===== config.mk =====
export PLATFORM = sky130hd
export DESIGN_NAME = ro_puf_chall_seq_flat
export DESIGN_NICKNAME = d
export VERILOG_FILES = /design/src/rtl/ro_puf_chall_seq_pkg.sv /design/src/rtl/ro_puf_chall_seq_if.sv /design/src/rtl/ro_puf_chall_seq_win_timer.sv /design/src/rtl/ro_puf_chall_seq.sv /design/src/flat_wrapper.sv
export SDC_FILE = /design/constraint.sdc
export NUM_CORES = 1
export LEC_CHECK = 0
export CAP_MARGIN = 20
export CORE_AREA = 2 2 97 99
export DETAILED_ROUTE_END_ITERATION = 6
export DIE_AREA = 0 0 99 101
export GPL_TIMING_DRIVEN = 0
export MAX_ROUTING_LAYER = met4
export PLACE_DENSITY = 0.78
export SKIP_LAST_GASP = 1
export SYNTH_ARGS = -nofsm -noshare
export SYNTH_HDL_FRONTEND = slang
export SYNTH_SLANG_ARGS = --single-unit

===== constraint.sdc =====
create_clock -name clk -period 3.1 [get_ports clk]
set_clock_uncertainty 0.15 [all_clocks]
set_input_delay 0.62 -clock clk [delete_from_list [all_inputs] [get_ports clk]]
set_output_delay 0.62 -clock clk [all_outputs]
set_load 0.03 [all_outputs]

===== src/rtl/ro_puf_chall_seq_pkg.sv =====
`default_nettype none
// ============================================================================
// Module   : ro_puf_pkg
// Purpose  : Shared FSM state encoding, default constants and a small helper
//            for the RO-PUF challenge sequencer.
// Revision : 1.0 - initial release
// ============================================================================
package ro_puf_pkg;

  // Sequencer states; explicit 3-bit encoding
  typedef enum logic [2:0] {
    ST_IDLE    = 3'd0,
    ST_CLEAR   = 3'd1,
    ST_SETTLE  = 3'd2,
    ST_COUNT   = 3'd3,
    ST_CAPTURE = 3'd4,
    ST_WRITE   = 3'd5,
    ST_DONE    = 3'd6
  } state_e;

  localparam int DEF_CHALL_W    = 8;
  localparam int DEF_WIN_CYC    = 1024;
  localparam int DEF_SETTLE_CYC = 4;

  function automatic int max_int(input int a, input int b);
    return (a > b) ? a : b;
  endfunction

endpackage
`default_nettype wire


===== src/rtl/ro_puf_chall_seq_if.sv =====
`default_nettype none
// ============================================================================
// Module   : ro_puf_chall_seq_if
// Purpose  : Control/status and RAM write bundle of the RO-PUF sequencer.
//            vote_unstable_o exists only when RO_PUF_MAJORITY_EN is defined.
// Revision : 1.0 - initial release
// ============================================================================
interface ro_puf_chall_seq_if #(
  parameter int NUM_BITS = 32,
  parameter int CHALL_W  = 8,
  parameter int ADDR_W   = 5
);
  logic                start_i;
  logic [CHALL_W-1:0]  chall_base_i;
  logic [ADDR_W-1:0]   ram_addr_i;
  logic                cmp_bit_i;
  logic                busy_o;
  logic                done_o;
  logic                roen_o;
  logic                cnt_clr_o;
  logic                cnt_en_o;
  logic [CHALL_W-1:0]  chall_o;
  logic [NUM_BITS-1:0] resp_o;
  logic [ADDR_W-1:0]   wr_addr_o;
  logic [NUM_BITS-1:0] wr_data_o;
  logic                wr_en_o;
`ifdef RO_PUF_MAJORITY_EN
  logic                vote_unstable_o;
`endif

  // Controller / testbench side
  modport master (
`ifdef RO_PUF_MAJORITY_EN
    input  vote_unstable_o,
`endif
    output start_i, chall_base_i, ram_addr_i, cmp_bit_i,
    input  busy_o, done_o, roen_o, cnt_clr_o, cnt_en_o, chall_o,
    input  resp_o, wr_addr_o, wr_data_o, wr_en_o
  );

  // Sequencer side
  modport slave (
`ifdef RO_PUF_MAJORITY_EN
    output vote_unstable_o,
`endif
    input  start_i, chall_base_i, ram_addr_i, cmp_bit_i,
    output busy_o, done_o, roen_o, cnt_clr_o, cnt_en_o, chall_o,
    output resp_o, wr_addr_o, wr_data_o, wr_en_o
  );
endinterface
`default_nettype wire


===== src/rtl/ro_puf_chall_seq_win_timer.sv =====
`default_nettype none
// ============================================================================
// Module   : ro_puf_win_timer
// Purpose  : Loadable down-counter. go_i loads a period of load_i cycles;
//            expire_o is high in the last cycle of that period. A go_i in the
//            expire cycle starts the next period back-to-back.
// Revision : 1.0 - initial release
// ============================================================================
module ro_puf_win_timer #(
  parameter int TMR_W = 4
) (
  input  wire logic             clk,
  input  wire logic             rst,
  input  wire logic             go_i,
  input  wire logic [TMR_W-1:0] load_i,
  output logic                  expire_o
);

  logic [TMR_W-1:0] cnt_q;
  logic             active_q;

  // Count down from load-1 to zero, then go idle until reloaded
  always_ff @(posedge clk or negedge rst) begin
    if (!rst) begin
      cnt_q    <= '0;
      active_q <= 1'b0;
    end else if (go_i) begin
      cnt_q    <= load_i - TMR_W'(1);
      active_q <= 1'b1;
    end else if (active_q) begin
      if (cnt_q == '0) active_q <= 1'b0;
      else             cnt_q    <= cnt_q - TMR_W'(1);
    end
  end

  assign expire_o = active_q && (cnt_q == '0);

endmodule
`default_nettype wire


===== src/rtl/ro_puf_chall_seq.sv =====
`default_nettype none
// ============================================================================
// Module   : ro_puf_chall_seq
// Purpose  : Walks NUM_BITS consecutive challenges from chall_base, runs one
//            clear/settle/count/capture evaluation per challenge, packs the
//            comparator bits LSB first and writes the word to RAM.
//            Optional macro RO_PUF_MAJORITY_EN: three evaluations per
//            challenge with majority vote and a vote_unstable flag.
// Revision : 1.0 - initial release
// ============================================================================
module ro_puf_chall_seq
  import ro_puf_pkg::*;
#(
  parameter int NUM_BITS   = 32,
  parameter int CHALL_W    = DEF_CHALL_W,
  parameter int WIN_CYC    = DEF_WIN_CYC,
  parameter int SETTLE_CYC = DEF_SETTLE_CYC,
  parameter int ADDR_W     = 5
) (
  input wire logic          clk,
  input wire logic          rst,
  ro_puf_chall_seq_if.slave bus
);

  localparam int TMR_W = $clog2(max_int(WIN_CYC, SETTLE_CYC)) + 1;
  localparam int IDX_W = (NUM_BITS > 1) ? $clog2(NUM_BITS) : 1;
  localparam logic [TMR_W-1:0] SETTLE_LD = TMR_W'(SETTLE_CYC);
  localparam logic [TMR_W-1:0] WIN_LD    = TMR_W'(WIN_CYC);

  state_e              state_q, state_d;
  logic [IDX_W-1:0]    idx_q;
  logic [CHALL_W-1:0]  chall_q;
  logic [ADDR_W-1:0]   addr_q;
  logic [NUM_BITS-1:0] resp_q;

  logic             w_tmr_go;
  logic [TMR_W-1:0] w_tmr_load;
  logic             w_tmr_expire;
  logic             w_last_bit;
  logic             w_last_eval;
  logic             w_bit;

`ifdef RO_PUF_MAJORITY_EN
  logic [1:0] vote_cnt_q;
  logic [1:0] votes_q;
  logic       unstable_q;
  logic       w_split;

  assign w_last_eval = (vote_cnt_q == 2'd2);
  assign w_bit   = (votes_q[0] & votes_q[1]) | (votes_q[0] & bus.cmp_bit_i)
                 | (votes_q[1] & bus.cmp_bit_i);
  assign w_split = !((votes_q[0] == votes_q[1]) && (votes_q[1] == bus.cmp_bit_i));
  assign bus.vote_unstable_o = unstable_q;
`else
  assign w_last_eval = 1'b1;
  assign w_bit       = bus.cmp_bit_i;
`endif

  assign w_last_bit = (idx_q == IDX_W'(NUM_BITS - 1));

  ro_puf_win_timer #(.TMR_W(TMR_W)) u_timer (
    .clk      (clk),
    .rst      (rst),
    .go_i     (w_tmr_go),
    .load_i   (w_tmr_load),
    .expire_o (w_tmr_expire)
  );

  // State register
  always_ff @(posedge clk or negedge rst) begin
    if (!rst) state_q <= ST_IDLE;
    else      state_q <= state_d;
  end

  // Next-state, timer control and decoded outputs
  always_comb begin
    state_d       = state_q;
    w_tmr_go      = 1'b0;
    w_tmr_load    = '0;
    bus.busy_o    = (state_q != ST_IDLE);
    bus.done_o    = 1'b0;
    bus.roen_o    = 1'b0;
    bus.cnt_clr_o = 1'b0;
    bus.cnt_en_o  = 1'b0;
    bus.wr_en_o   = 1'b0;
    case (state_q)
      ST_IDLE: if (bus.start_i) state_d = ST_CLEAR;
      ST_CLEAR: begin
        bus.cnt_clr_o = 1'b1;
        w_tmr_go      = 1'b1;
        w_tmr_load    = SETTLE_LD;
        state_d       = ST_SETTLE;
      end
      ST_SETTLE: begin
        bus.roen_o = 1'b1;
        if (w_tmr_expire) begin
          w_tmr_go   = 1'b1;
          w_tmr_load = WIN_LD;
          state_d    = ST_COUNT;
        end
      end
      ST_COUNT: begin
        bus.roen_o   = 1'b1;
        bus.cnt_en_o = 1'b1;
        if (w_tmr_expire) state_d = ST_CAPTURE;
      end
      // Counts are frozen here; cnt_en dropped at the end of COUNT
      ST_CAPTURE: state_d = (w_last_eval && w_last_bit) ? ST_WRITE : ST_CLEAR;
      ST_WRITE: begin
        bus.wr_en_o = 1'b1;
        state_d     = ST_DONE;
      end
      ST_DONE: begin
        bus.done_o = 1'b1;
        state_d    = ST_IDLE;
      end
      default: state_d = ST_IDLE;
    endcase
  end

  // Run context: sample inputs at start, pack captured bits, step challenge
  always_ff @(posedge clk or negedge rst) begin
    if (!rst) begin
      idx_q   <= '0;
      chall_q <= '0;
      addr_q  <= '0;
      resp_q  <= '0;
`ifdef RO_PUF_MAJORITY_EN
      vote_cnt_q <= '0;
      votes_q    <= '0;
      unstable_q <= 1'b0;
`endif
    end else if (state_q == ST_IDLE && bus.start_i) begin
      idx_q   <= '0;
      chall_q <= bus.chall_base_i;
      addr_q  <= bus.ram_addr_i;
      resp_q  <= '0;
`ifdef RO_PUF_MAJORITY_EN
      vote_cnt_q <= '0;
      unstable_q <= 1'b0;
`endif
    end else if (state_q == ST_CAPTURE) begin
      if (w_last_eval) begin
        resp_q[idx_q] <= w_bit;
`ifdef RO_PUF_MAJORITY_EN
        unstable_q <= unstable_q | w_split;
        vote_cnt_q <= '0;
`endif
        if (!w_last_bit) begin
          idx_q   <= idx_q + IDX_W'(1);
          chall_q <= chall_q + CHALL_W'(1);
        end
      end else begin
`ifdef RO_PUF_MAJORITY_EN
        votes_q[vote_cnt_q[0]] <= bus.cmp_bit_i;
        vote_cnt_q             <= vote_cnt_q + 2'd1;
`endif
      end
    end
  end

  assign bus.chall_o   = chall_q;
  assign bus.resp_o    = resp_q;
  assign bus.wr_addr_o = addr_q;
  assign bus.wr_data_o = resp_q;

endmodule
`default_nettype wire


===== src/flat_wrapper.sv =====
// flat-port wrapper written by rule: the top's interface ports become plain ports
module ro_puf_chall_seq_flat import ro_puf_pkg::*;
#(
  parameter int NUM_BITS   = 32,
  parameter int CHALL_W    = DEF_CHALL_W,
  parameter int WIN_CYC    = DEF_WIN_CYC,
  parameter int SETTLE_CYC = DEF_SETTLE_CYC,
  parameter int ADDR_W     = 5
)
  (clk, rst, bus_start_i, bus_chall_base_i, bus_ram_addr_i, bus_cmp_bit_i, bus_busy_o, bus_done_o, bus_roen_o, bus_cnt_clr_o, bus_cnt_en_o, bus_chall_o, bus_resp_o, bus_wr_addr_o, bus_wr_data_o, bus_wr_en_o);
  ro_puf_chall_seq_if #(.NUM_BITS(NUM_BITS), .CHALL_W(CHALL_W), .ADDR_W(ADDR_W)) bus_i ();
  input wire logic clk;
  input wire logic rst;
  input wire logic [$bits(bus_i.start_i)-1:0] bus_start_i;
  input wire logic [$bits(bus_i.chall_base_i)-1:0] bus_chall_base_i;
  input wire logic [$bits(bus_i.ram_addr_i)-1:0] bus_ram_addr_i;
  input wire logic [$bits(bus_i.cmp_bit_i)-1:0] bus_cmp_bit_i;
  output wire logic [$bits(bus_i.busy_o)-1:0] bus_busy_o;
  output wire logic [$bits(bus_i.done_o)-1:0] bus_done_o;
  output wire logic [$bits(bus_i.roen_o)-1:0] bus_roen_o;
  output wire logic [$bits(bus_i.cnt_clr_o)-1:0] bus_cnt_clr_o;
  output wire logic [$bits(bus_i.cnt_en_o)-1:0] bus_cnt_en_o;
  output wire logic [$bits(bus_i.chall_o)-1:0] bus_chall_o;
  output wire logic [$bits(bus_i.resp_o)-1:0] bus_resp_o;
  output wire logic [$bits(bus_i.wr_addr_o)-1:0] bus_wr_addr_o;
  output wire logic [$bits(bus_i.wr_data_o)-1:0] bus_wr_data_o;
  output wire logic [$bits(bus_i.wr_en_o)-1:0] bus_wr_en_o;
  assign bus_i.start_i = bus_start_i;
  assign bus_i.chall_base_i = bus_chall_base_i;
  assign bus_i.ram_addr_i = bus_ram_addr_i;
  assign bus_i.cmp_bit_i = bus_cmp_bit_i;
  assign bus_busy_o = bus_i.busy_o;
  assign bus_done_o = bus_i.done_o;
  assign bus_roen_o = bus_i.roen_o;
  assign bus_cnt_clr_o = bus_i.cnt_clr_o;
  assign bus_cnt_en_o = bus_i.cnt_en_o;
  assign bus_chall_o = bus_i.chall_o;
  assign bus_resp_o = bus_i.resp_o;
  assign bus_wr_addr_o = bus_i.wr_addr_o;
  assign bus_wr_data_o = bus_i.wr_data_o;
  assign bus_wr_en_o = bus_i.wr_en_o;
  ro_puf_chall_seq #(.NUM_BITS(NUM_BITS), .CHALL_W(CHALL_W), .WIN_CYC(WIN_CYC), .SETTLE_CYC(SETTLE_CYC), .ADDR_W(ADDR_W)) u_core (.clk(clk), .rst(rst), .bus(bus_i));
endmodule

==> run_summary.xml <==
<?xml version="1.0" encoding="UTF-8"?>
<metrics>
  <group name="placed_design">
    <metric name="placed_cells_incl_taps" unit="">603</metric>
    <metric name="placedInstanceArea" unit="mm2">0.00469</metric>
    <metric name="place.port_buffers" unit="">99</metric>
    <metric name="weighted_congestion_at_the_end_of_routability_driven_global_placement" unit="">0.864</metric>
    <metric name="dpl.hpwl" unit="um">6090</metric>
  </group>
  <group name="sta">
    <metric name="hold_viol" unit="">0</metric>
    <metric name="maxSlewHeadroom" unit="%">42.5</metric>
    <metric name="setup_tns" unit="ns">0</metric>
    <metric name="tightestPinTransition" unit="ns">0.861</metric>
    <metric name="layout_min_cycle_time" unit="ns">2.98</metric>
    <metric name="holdWs" unit="ns">0.214</metric>
    <metric name="period_share" unit="%">96.3</metric>
    <metric name="setup_viol" unit="">0</metric>
    <metric name="setup_repair_after_global_routing_missed_its_margin" unit="">false</metric>
    <metric name="finalMaxSlewViolations" unit="">0</metric>
    <metric name="max_freq" unit="MHz">335</metric>
  </group>
  <group name="synthesis">
    <metric name="yosys.area_share.xor_xnor" unit="%">2.21</metric>
    <metric name="synth_seq_cells" unit="">65</metric>
    <metric name="syn_avg_cell_area" unit="um2">9.08</metric>
    <metric name="post_synth_num_cell_types" unit="">49</metric>
    <metric name="synth_mux_area_share" unit="%">6.63</metric>
    <metric name="synth_top_family_by_area" unit="">simple AND/OR/NAND/NOR gates</metric>
    <metric name="syn_area" unit="mm2">0.00357</metric>
    <metric name="sequential_fraction_of_the_synthesis_area" unit="%">45.6</metric>
    <metric name="synth_enable_flop_cells" unit="">0</metric>
    <metric name="async_flop_share" unit="%">100</metric>
    <metric name="synth-adder-area-share" unit="%">2.46</metric>
    <metric name="synth_compound_area_share" unit="%">10.6</metric>
    <metric name="synth_cells" unit="">393</metric>
    <metric name="postSynthNetCount" unit="">417</metric>
    <metric name="ys.warnings.count" unit="">0</metric>
    <metric name="post_synth_and_or_nand_nor_area_fraction" unit="%">22.8</metric>
    <metric name="synth_flop_cell" unit="">sky130_fd_sc_hd__dfrtp_1</metric>
  </group>
  <group name="floorplan">
    <metric name="die_width" unit="um">99</metric>
    <metric name="design.core.area" unit="mm2">0.00898</metric>
    <metric name="die_height" unit="um">101</metric>
    <metric name="start_util" unit="%">39.7</metric>
    <metric name="floorplan.io_pins" unit="">100</metric>
    <metric name="design.die.area" unit="mm2">0.0100</metric>
    <metric name="fp-row-count" unit="">35</metric>
  </group>
  <group name="detailed_routing">
    <metric name="drt_wl_total" unit="um">8490</metric>
    <metric name="wl_per_cell" unit="um">13.7</metric>
    <metric name="dr.pass1.iters" unit="">4</metric>
    <metric name="antenna_left" unit="">0</metric>
    <metric name="drcViolationCount" unit="">0</metric>
    <metric name="drt-vias-per-instance" unit="">5.07</metric>
    <metric name="dr_total_vias" unit="">3136</metric>
    <metric name="detailedRoute.firstIterationViolations" unit="">137</metric>
  </group>
  <group name="global_routing">
    <metric name="antenna_found_initial" unit="">0</metric>
    <metric name="gr-usage-all-layers" unit="%">18.5</metric>
    <metric name="first_pass_grt_wire_length" unit="um">14600</metric>
    <metric name="grt_pass1_vias" unit="">3195</metric>
    <metric name="grt_start_max_net_pins" unit="">66</metric>
    <metric name="grt.overflow.total" unit="">0</metric>
  </group>
  <group name="run">
    <metric name="max_cap_check_violation_count" unit="">0</metric>
  </group>
  <group name="clock_tree">
    <metric name="numCtsBuffers" unit="">9</metric>
    <metric name="ctsRootBufferMaster" unit="">sky130_fd_sc_hd__clkbuf_8</metric>
    <metric name="cts_tree" unit="">yes</metric>
    <metric name="clkSlewWorstSetupHoldPaths" unit="ns">0.08</metric>
    <metric name="h_tree_levels" unit="">3</metric>
    <metric name="worst_skew_pair_later_pin_latency" unit="ns">0.35</metric>
    <metric name="cts_max_path_buffers" unit="">2</metric>
    <metric name="cts.sinks" unit="">65</metric>
  </group>
  <group name="pwr">
    <metric name="powerDensity" unit="mW/mm2">355</metric>
    <metric name="leak" unit="nW">2.03</metric>
    <metric name="sw_frac_of_total" unit="%">27.4</metric>
    <metric name="p_int" unit="mW">1.27</metric>
    <metric name="vdd_ir_drop_max" unit="V">0.000216</metric>
    <metric name="pwr-share-comb" unit="%">13.8</metric>
    <metric name="seqPwrFrac" unit="%">50.8</metric>
    <metric name="power.switching" unit="mW">0.479</metric>
    <metric name="p_total" unit="mW">1.75</metric>
    <metric name="clock_power_share" unit="%">35.4</metric>
  </group>
  <group name="worst_setup_path">
    <metric name="critical_path_required" unit="ns">2.33</metric>
    <metric name="timing.reg2reg.worst_path_depth" unit="">9</metric>
    <metric name="rr_startpoint" unit="">u_core.u_timer.cnt_q[8]</metric>
    <metric name="critical_path.endpoint_type" unit="">output pin</metric>
    <metric name="rr_endpoint" unit="">u_core.u_timer.cnt_q[10]</metric>
    <metric name="arrival" unit="ns">2.21</metric>
    <metric name="critical_path_peak_fanout" unit="">10</metric>
    <metric name="ff2ff_setup_slack" unit="ns">0.14</metric>
    <metric name="startpoint_type" unit="">register</metric>
    <metric name="path_class" unit="">register to output pin</metric>
  </group>
  <group name="outcome">
    <metric name="status" unit="">complete, no violations</metric>
  </group>
  <group name="final_layout">
    <metric name="diodes" unit="">0</metric>
    <metric name="drive_gt1_share" unit="%">15.0</metric>
    <metric name="layout.cell_area.non_filler" unit="mm2">0.00492</metric>
    <metric name="layoutNonFillerInstCount" unit="">619</metric>
    <metric name="final_net_count" unit="">527</metric>
    <metric name="syn2layout_area_growth" unit="%">38.0</metric>
  </group>
  <group name="hold_path">
    <metric name="worst_hold_path_type" unit="">input pin to asynchronous set/reset pin</metric>
  </group>
</metrics>
placed cells by master, fill, tap and decap left out, drive strengths merged, types with 4 or more instances in the layout:
cell type / instances
nand3: 17
and2: 6
nor3b: 7
mux2i: 18
a21oi: 25
nand2: 56
nor2: 47
clkdlybuf4s50: 98
dfrtp: 65
inv: 8
mux2: 5
buf: 39
o21ai: 20
and3: 5
nor3: 6
or3: 4
ha: 7
clkbuf: 25
nand2b: 4
nand3b: 4
xnor2: 6
cell families after synthesis:
group | after synthesis
muxes | 23
buffers and inverters | 59
xor gates and xnor gates | 9
DFF | 65
and+or+nand+nor | 168
AOI/OAI and AO/OA | 62
adders and majority gates | 7
flip-flops by register name, summed over array words and instances, names as in the netlist:
name,flops
u_core.state_q,3
u_core.bus.resp_o,32
u_core.u_timer.active_q,1
u_core.bus.chall_o,8
u_core.idx_q,5
u_core.u_timer.cnt_q,11
u_core.bus.wr_addr_o,5
power by group through the flow:
stage | Combinational [mW] | Sequential, mW | Clock (mW)
global route | 0.259 | 0.892 | 0.681
CTS | 0.244 | 0.889 | 0.641
floorplan | 0.0845 | 0.945 | 0
global placement | 0.239 | 0.905 | 0
finish | 0.241 | 0.889 | 0.619
detailed placement | 0.244 | 0.905 | 0
metal layers:
layer	vias to the layer above	GRT usage [%]	wire length, um
met4	0	6.11	80
met5	-	-	0
met1	1494	22.0	3650
li1	1535	-	-
met2	94	30.8	4270
met3	13	4.79	485
synthesized netlist by cell type (2+ instances only):
| cell | instances | area, um2 |
|---|---|---|
| sky130_fd_sc_hd__dfrtp_1 | 65 | 1630 |
| sky130_fd_sc_hd__nand2_1 | 56 | 210 |
| sky130_fd_sc_hd__nor2_1 | 46 | 173 |
| sky130_fd_sc_hd__buf_4 | 32 | 240 |
| sky130_fd_sc_hd__a21oi_1 | 24 | 120 |
| sky130_fd_sc_hd__o21ai_0 | 19 | 95.1 |
| sky130_fd_sc_hd__mux2i_1 | 18 | 180 |
| sky130_fd_sc_hd__nand3_1 | 17 | 85.1 |
| sky130_fd_sc_hd__clkbuf_1 | 13 | 48.8 |
| sky130_fd_sc_hd__inv_1 | 8 | 30.0 |
| sky130_fd_sc_hd__ha_1 | 7 | 87.6 |
| sky130_fd_sc_hd__buf_2 | 6 | 30.0 |
| sky130_fd_sc_hd__nor3b_1 | 6 | 45.0 |
| sky130_fd_sc_hd__xnor2_1 | 6 | 52.6 |
| sky130_fd_sc_hd__and3_1 | 5 | 31.3 |
| sky130_fd_sc_hd__mux2_2 | 5 | 56.3 |
| sky130_fd_sc_hd__nor3_1 | 5 | 25.0 |
| sky130_fd_sc_hd__and2_0 | 4 | 25.0 |
| sky130_fd_sc_hd__nand2b_1 | 4 | 25.0 |
| sky130_fd_sc_hd__nand3b_1 | 4 | 30.0 |
| sky130_fd_sc_hd__a221o_1 | 3 | 30.0 |
| sky130_fd_sc_hd__a31oi_1 | 3 | 18.8 |
| sky130_fd_sc_hd__nand4_1 | 3 | 18.8 |
| sky130_fd_sc_hd__or3_1 | 3 | 18.8 |
| sky130_fd_sc_hd__xor2_1 | 3 | 26.3 |
| sky130_fd_sc_hd__a2111oi_0 | 2 | 17.5 |
| sky130_fd_sc_hd__and2_1 | 2 | 12.5 |
| sky130_fd_sc_hd__and4_2 | 2 | 20.0 |
| sky130_fd_sc_hd__nor4_1 | 2 | 12.5 |
area by class of cell:
cell class / instances / area (um2)
clock inverter: 4 / 30.0
inverter: 8 / 32.5
sequential: 65 / 1630
timing repair buffer: 100 / 996
tap: 111 / 139
fill: 832 / 4060
clock buffer: 12 / 135
buffer: 50 / 314
multi-input combinational: 269 / 1650
worst max-delay path: stages, from the launching register on:
cell and delay [ns]:
sky130_fd_sc_hd__dfrtp_1 0.36, sky130_fd_sc_hd__buf_2 0.17, sky130_fd_sc_hd__or3b_2 0.55, sky130_fd_sc_hd__inv_4 0.12
sky130_fd_sc_hd__clkdlybuf4s50_1 0.67
per-stage QoR:
stage | utilization, % | setup WS (ns)
floorplan | - | 0.0503
global placement | 52.3 | -0.827
detailed placement | 52.3 | -0.103
CTS | 54.4 | 0.00777
global route | 54.8 | 0.00254
finish | 54.8 | 0.116
worst max path at each step:
stage	start	endpoint	slack, ns	cells past startpoint
finish	u_core.state_q[1]	bus_cnt_clr_o	0.12	4
global route	u_core.state_q[1]	u_core.u_timer.cnt_q[10]	0.003	10
CTS	u_core.u_timer.cnt_q[0]	u_core.u_timer.cnt_q[10]	0.008	9
detailed placement	u_core.u_timer.cnt_q[6]	u_core.u_timer.cnt_q[10]	-0.10	9
global placement	rst	u_core.bus.resp_o[5]	-0.83	1
floorplan	u_core.state_q[1]	u_core.u_timer.cnt_q[10]	0.05	11
timing repair:
action / 4_1_cts / 5_1_grt
endpoints found under the hold margin: 0 / 0
hold buffers: 0 / 0
pin swaps: 0 / 2
endpoints found under the setup margin: 2 / 2
buffers inserted: 0 / 1
gates resized for setup: 4 / 9
Note: power is estimated with default switching activity, not from simulation.
